**src/rtl/mips_state_sequencer.sv**
```systemverilog
// Multicycle MIPS control sequencer: FETCH/DECODE/EXEC/MEM/WB/HALTED with combinational strobes.
// Optional waitrequest stall counter is compiled in when STALL_COUNTER_EN is defined.
module mips_state_sequencer (
    input  logic        clk,
    input  logic        reset,
    input  logic [5:0]  opcode,
    input  logic        waitrequest,
    input  logic        halt_req,
    output logic [2:0]  state,
    output logic        mem_read,
    output logic        mem_write,
    output logic        ir_write,
    output logic        pc_write,
    output logic        reg_write,
    output logic        imdt_sel,
    output logic        active,
    output logic [15:0] stall_count
);

    typedef enum logic [2:0] {
        FETCH  = 3'd0,
        DECODE = 3'd1,
        EXEC   = 3'd2,
        MEM    = 3'd3,
        WB     = 3'd4,
        HALTED = 3'd5
    } state_t;

    state_t state_reg;
    state_t state_next;

    logic is_load;
    logic is_store;
    logic no_reg_write;

    assign is_load      = (opcode >= 6'h20) && (opcode <= 6'h26);
    assign is_store     = (opcode == 6'h28) || (opcode == 6'h29) || (opcode == 6'h2B);
    // Branches, REGIMM and J never write the register file; stores are handled separately.
    assign no_reg_write = (opcode == 6'h01) || (opcode == 6'h02) ||
                          ((opcode >= 6'h04) && (opcode <= 6'h07));

    always_ff @(posedge clk or posedge reset) begin
        if (reset) begin
            state_reg <= FETCH;
        end else begin
            state_reg <= state_next;
        end
    end

    always_comb begin
        state_next = state_reg;
        mem_read   = 1'b0;
        mem_write  = 1'b0;
        ir_write   = 1'b0;
        pc_write   = 1'b0;
        reg_write  = 1'b0;
        case (state_reg)
            FETCH: begin
                mem_read = 1'b1;
                if (!waitrequest) begin
                    ir_write   = 1'b1;
                    state_next = DECODE;
                end
            end
            DECODE: state_next = EXEC;
            EXEC:   state_next = (is_load || is_store) ? MEM : WB;
            MEM: begin
                mem_read  = is_load;
                mem_write = is_store;
                if (!waitrequest) begin
                    state_next = WB;
                end
            end
            WB: begin
                pc_write   = 1'b1;
                reg_write  = !(no_reg_write || is_store);
                state_next = halt_req ? HALTED : FETCH;
            end
            HALTED:  state_next = HALTED;
            default: state_next = FETCH;
        endcase
        // Reset forces FETCH asynchronously, so its read strobe must be masked here.
        if (reset) begin
            mem_read  = 1'b0;
            mem_write = 1'b0;
            ir_write  = 1'b0;
            pc_write  = 1'b0;
            reg_write = 1'b0;
        end
    end

    assign state    = state_reg;
    assign active   = (state_reg != HALTED);
    assign imdt_sel = (opcode == 6'h0C) || (opcode == 6'h0D) || (opcode == 6'h0E);

`ifdef STALL_COUNTER_EN
    logic [15:0] stall_count_reg;

    always_ff @(posedge clk or posedge reset) begin
        if (reset) begin
            stall_count_reg <= 16'd0;
        end else if (((state_reg == FETCH) || (state_reg == MEM)) && waitrequest &&
                     (stall_count_reg != 16'hFFFF)) begin
            stall_count_reg <= stall_count_reg + 16'd1;
        end
    end

    assign stall_count = stall_count_reg;
`else
    assign stall_count = 16'd0;
`endif

endmodule

```
**config.mk**
```make
export PLATFORM = sky130hd
export DESIGN_NAME = mips_state_sequencer
export DESIGN_NICKNAME = d
export VERILOG_FILES = /design/src/rtl/mips_state_sequencer.sv
export SDC_FILE = /design/constraint.sdc
export NUM_CORES = 1
export LEC_CHECK = 0
export CAP_MARGIN = 20
export CORE_MARGIN = 2
export CORE_UTILIZATION = 28
export CTS_BUF_LIST = sky130_fd_sc_hd__clkbuf_8 sky130_fd_sc_hd__clkbuf_16
export DETAILED_ROUTE_END_ITERATION = 16
export MAX_ROUTING_LAYER = met4
export PLACE_DENSITY_LB_ADDON = 0.05
export SKIP_CTS_REPAIR_TIMING = 1
export SYNTH_ARGS = -nofsm -noshare
export SYNTH_HDL_FRONTEND = slang
export SYNTH_SLANG_ARGS = --single-unit
export TNS_END_PERCENT = 1
```
**constraint.sdc**
```tcl
create_clock -name clk -period 1.9 [get_ports clk]
set_input_delay 0.57 -clock clk [delete_from_list [all_inputs] [get_ports clk]]
set_output_delay 0.57 -clock clk [all_outputs]
set_load 0.01 [all_outputs]
```
==> out/metrics.cfg <==
[grt]
grt_pass1_vias=451
grt_pass1_wl_um=1918
grt_overflow=0
antenna_found_initial=0
grtUsageTotal=0.1366
grt_max_degree=10

[synthesis]
syn_inst=58
synth_seq_cells=3
ys_warn_count=0
synth.distinct_cells=27
synth_area_um2=451.7
synth.avg_cell_area_um2=7.788
ys_seq_area_frac=0.1662

[placement]
post-place-ws_ps=-1221
place.gp.congestion=0.6857
port_buffers=19
place_area_um2=734.5
post-place-cells=106
dp.final_hpwl_um=1012

[routing]
post_drt_wl_per_cell_um=11.45
ant_nets=0
drtPass1Iterations=2
wl_um=1294
drt-initial-drc-count=5
drc_errors=0
viasPerCell=4.460
vias=504

[min_path]
hp-class=in -> async

[floorplan]
io_pins=36
die_area_um2=1951
row_count=14
die_w_um=44.17
fp.coreArea_um2=1506
initial_utilization=0.2998
die_h_um=44.17

[setup_path]
crit_chain=buf_6 -> buf_6 -> and3_4 -> o41a_1 -> nor3_2 -> buf_2
cp-end-kind=output pin
crit_type=in -> out
cp_slowest_cell=o41a_1
timing.rr.start=state[1]
critPathLaunchType=input port
r2r_cells=4
crit_cells=6
reg2reg_slack_ps=630
crit_top_cell=buf_6
crit_arrival_ps=1680
critical_path.top_delay_family=compound AO/OA/AOI/OAI gates
crit_required_ps=1330
path_buf_inv=3
crit_fanout=4
worstReg2RegEnd=state[2]
critPathMaxStageDelay_ps=400

[outcome]
status=complete, but fails checks
failed_checks=setup timing

[cts]
tritoncts=done
cts_buffers=3
clkTransAtPathRegs_ps=30
htreeDepth=1
clkLatencyLatePin_ps=220
clock-sinks=3
root_buffer=clkbuf_8
cts_max_path_buffers=2

[timing]
fmax_mhz=444.7
setup_viol=4
finalHoldViolCount=0
post-route-period-util=1.183
rsz0062_at_grt=yes
drv_slew=0
setup_ws_ps=-348.5
fin_crit_ps=2248
fin_worst_skew_ps=2.268

[run]
drv_cap=0

[cells_and_area]
drive_above_1_share=0.4433
instances_no_fill=113
fillCellCount=149
largest_reg_flops=3
finalInstanceArea_um2=849.6
nets=108
area_growth_pct=88.09
antenna_cells=0

[power]
p_total_uw=871.7
leakage_uw=0.0004616
powerDensity_nw_per_um2=1026
ir_worst_vdd_v=0.0003186

[stage by stage]
| step | utilization | TNS, ps | hold WS, ps |
|---|---|---|---|
| after floorplan | - | -369.4 | 323.6 |
| after global placement | 0.4875 | -6372 | 666.9 |
| after detailed placement | 0.4875 | -6273 | 666.1 |
| after CTS | 0.5174 | -5954 | 643.8 |
| after global routing | 0.5640 | -1424 | 390.4 |
| final | 0.5640 | -1113 | 365.5 |
[placed cells by master, fill, tap and decap left out, drive strengths merged, types with 2 or more instances in the layout]
cell / instances
a221o: 2
and3: 2
buf: 25
clkbuf: 6
clkdlybuf4s50: 3
conb: 16
dfrtp: 3
dlymetal6s2s: 7
inv: 2
nand2: 4
nand2b: 2
nor2: 2
nor2b: 3
nor3: 2
nor3b: 2
nor4: 2
o21ai: 2
[cells by family after synthesis]
family                 share of synthesized area
AO/OA/AOI/OAI                             0.1801
flip-flops                                0.1662
XOR/XNOR                                 0.01939
multiplexers                             0.03323
buffers and inverters                     0.2964
other                                   0.008302
AND/OR/NAND/NOR                           0.2964
[how the worst max path moves through the flow]
stage,from,endpoint,slack (ps)
2_1_floorplan,opcode[4],mem_write,-220
5_1_grt,opcode[0],mem_read,-410
4_1_cts,opcode[5],mem_write,-1220
3_5_place_dp,opcode[5],mem_write,-1220
3_3_place_gp,opcode[5],mem_write,-1200
6_report,opcode[0],mem_read,-350
[Yosys cell counts (all sizes together)]
master   number  area share
a221o         2       0.044
a211oi        1       0.017
buf          18        0.29
a2111oi       1       0.019
nor2b         3       0.042
nand3b        1       0.017
inv           1      0.0083
dfrtp         3        0.17
and3          2       0.028
o21ai         2       0.022
mux2          1       0.033
nand2         4       0.033
xor2          1       0.019
a221oi        1       0.019
conb          1      0.0083
nor4          2       0.028
or2           1       0.014
or4b          1       0.022
nand2b        2       0.028
nor3b         2       0.033
and2          1       0.014
o21a          1       0.017
nor3          2       0.022
o21bai        1       0.017
nor2          2       0.017
o41a          1       0.025
[per-layer routing]
layer,vias up,wire length [um],global-route usage
met2,23,680,0.2324
li1,251,-,-
met3,2,73,0.02041
met1,228,523,0.1597
met5,-,0,-
met4,0,17,0.05455
[layout make-up]
class                   count  area (um^2)  share of cell area
inverters                   1        3.754            0.004418
clock buffers               3        41.29             0.04860
flip-flops and latches      3        76.32             0.08984
multi-input cells          51        371.6              0.4374
clock inverters             1        3.754            0.004418
well taps                  16        20.02             0.02356
repair buffers             38        332.8              0.3918
[report_power, final]
| part | total [uW] | leakage (uW) | switching (uW) | internal [uW] |
|---|---|---|---|---|
| combinational | 557 | 0.000398 | 245 | 313 |
| sequential | 134 | 0.0000363 | 37.6 | 96.0 |
| clock | 181 | 0.0000269 | 43.1 | 138 |
Power figures use the tool's default switching activity.
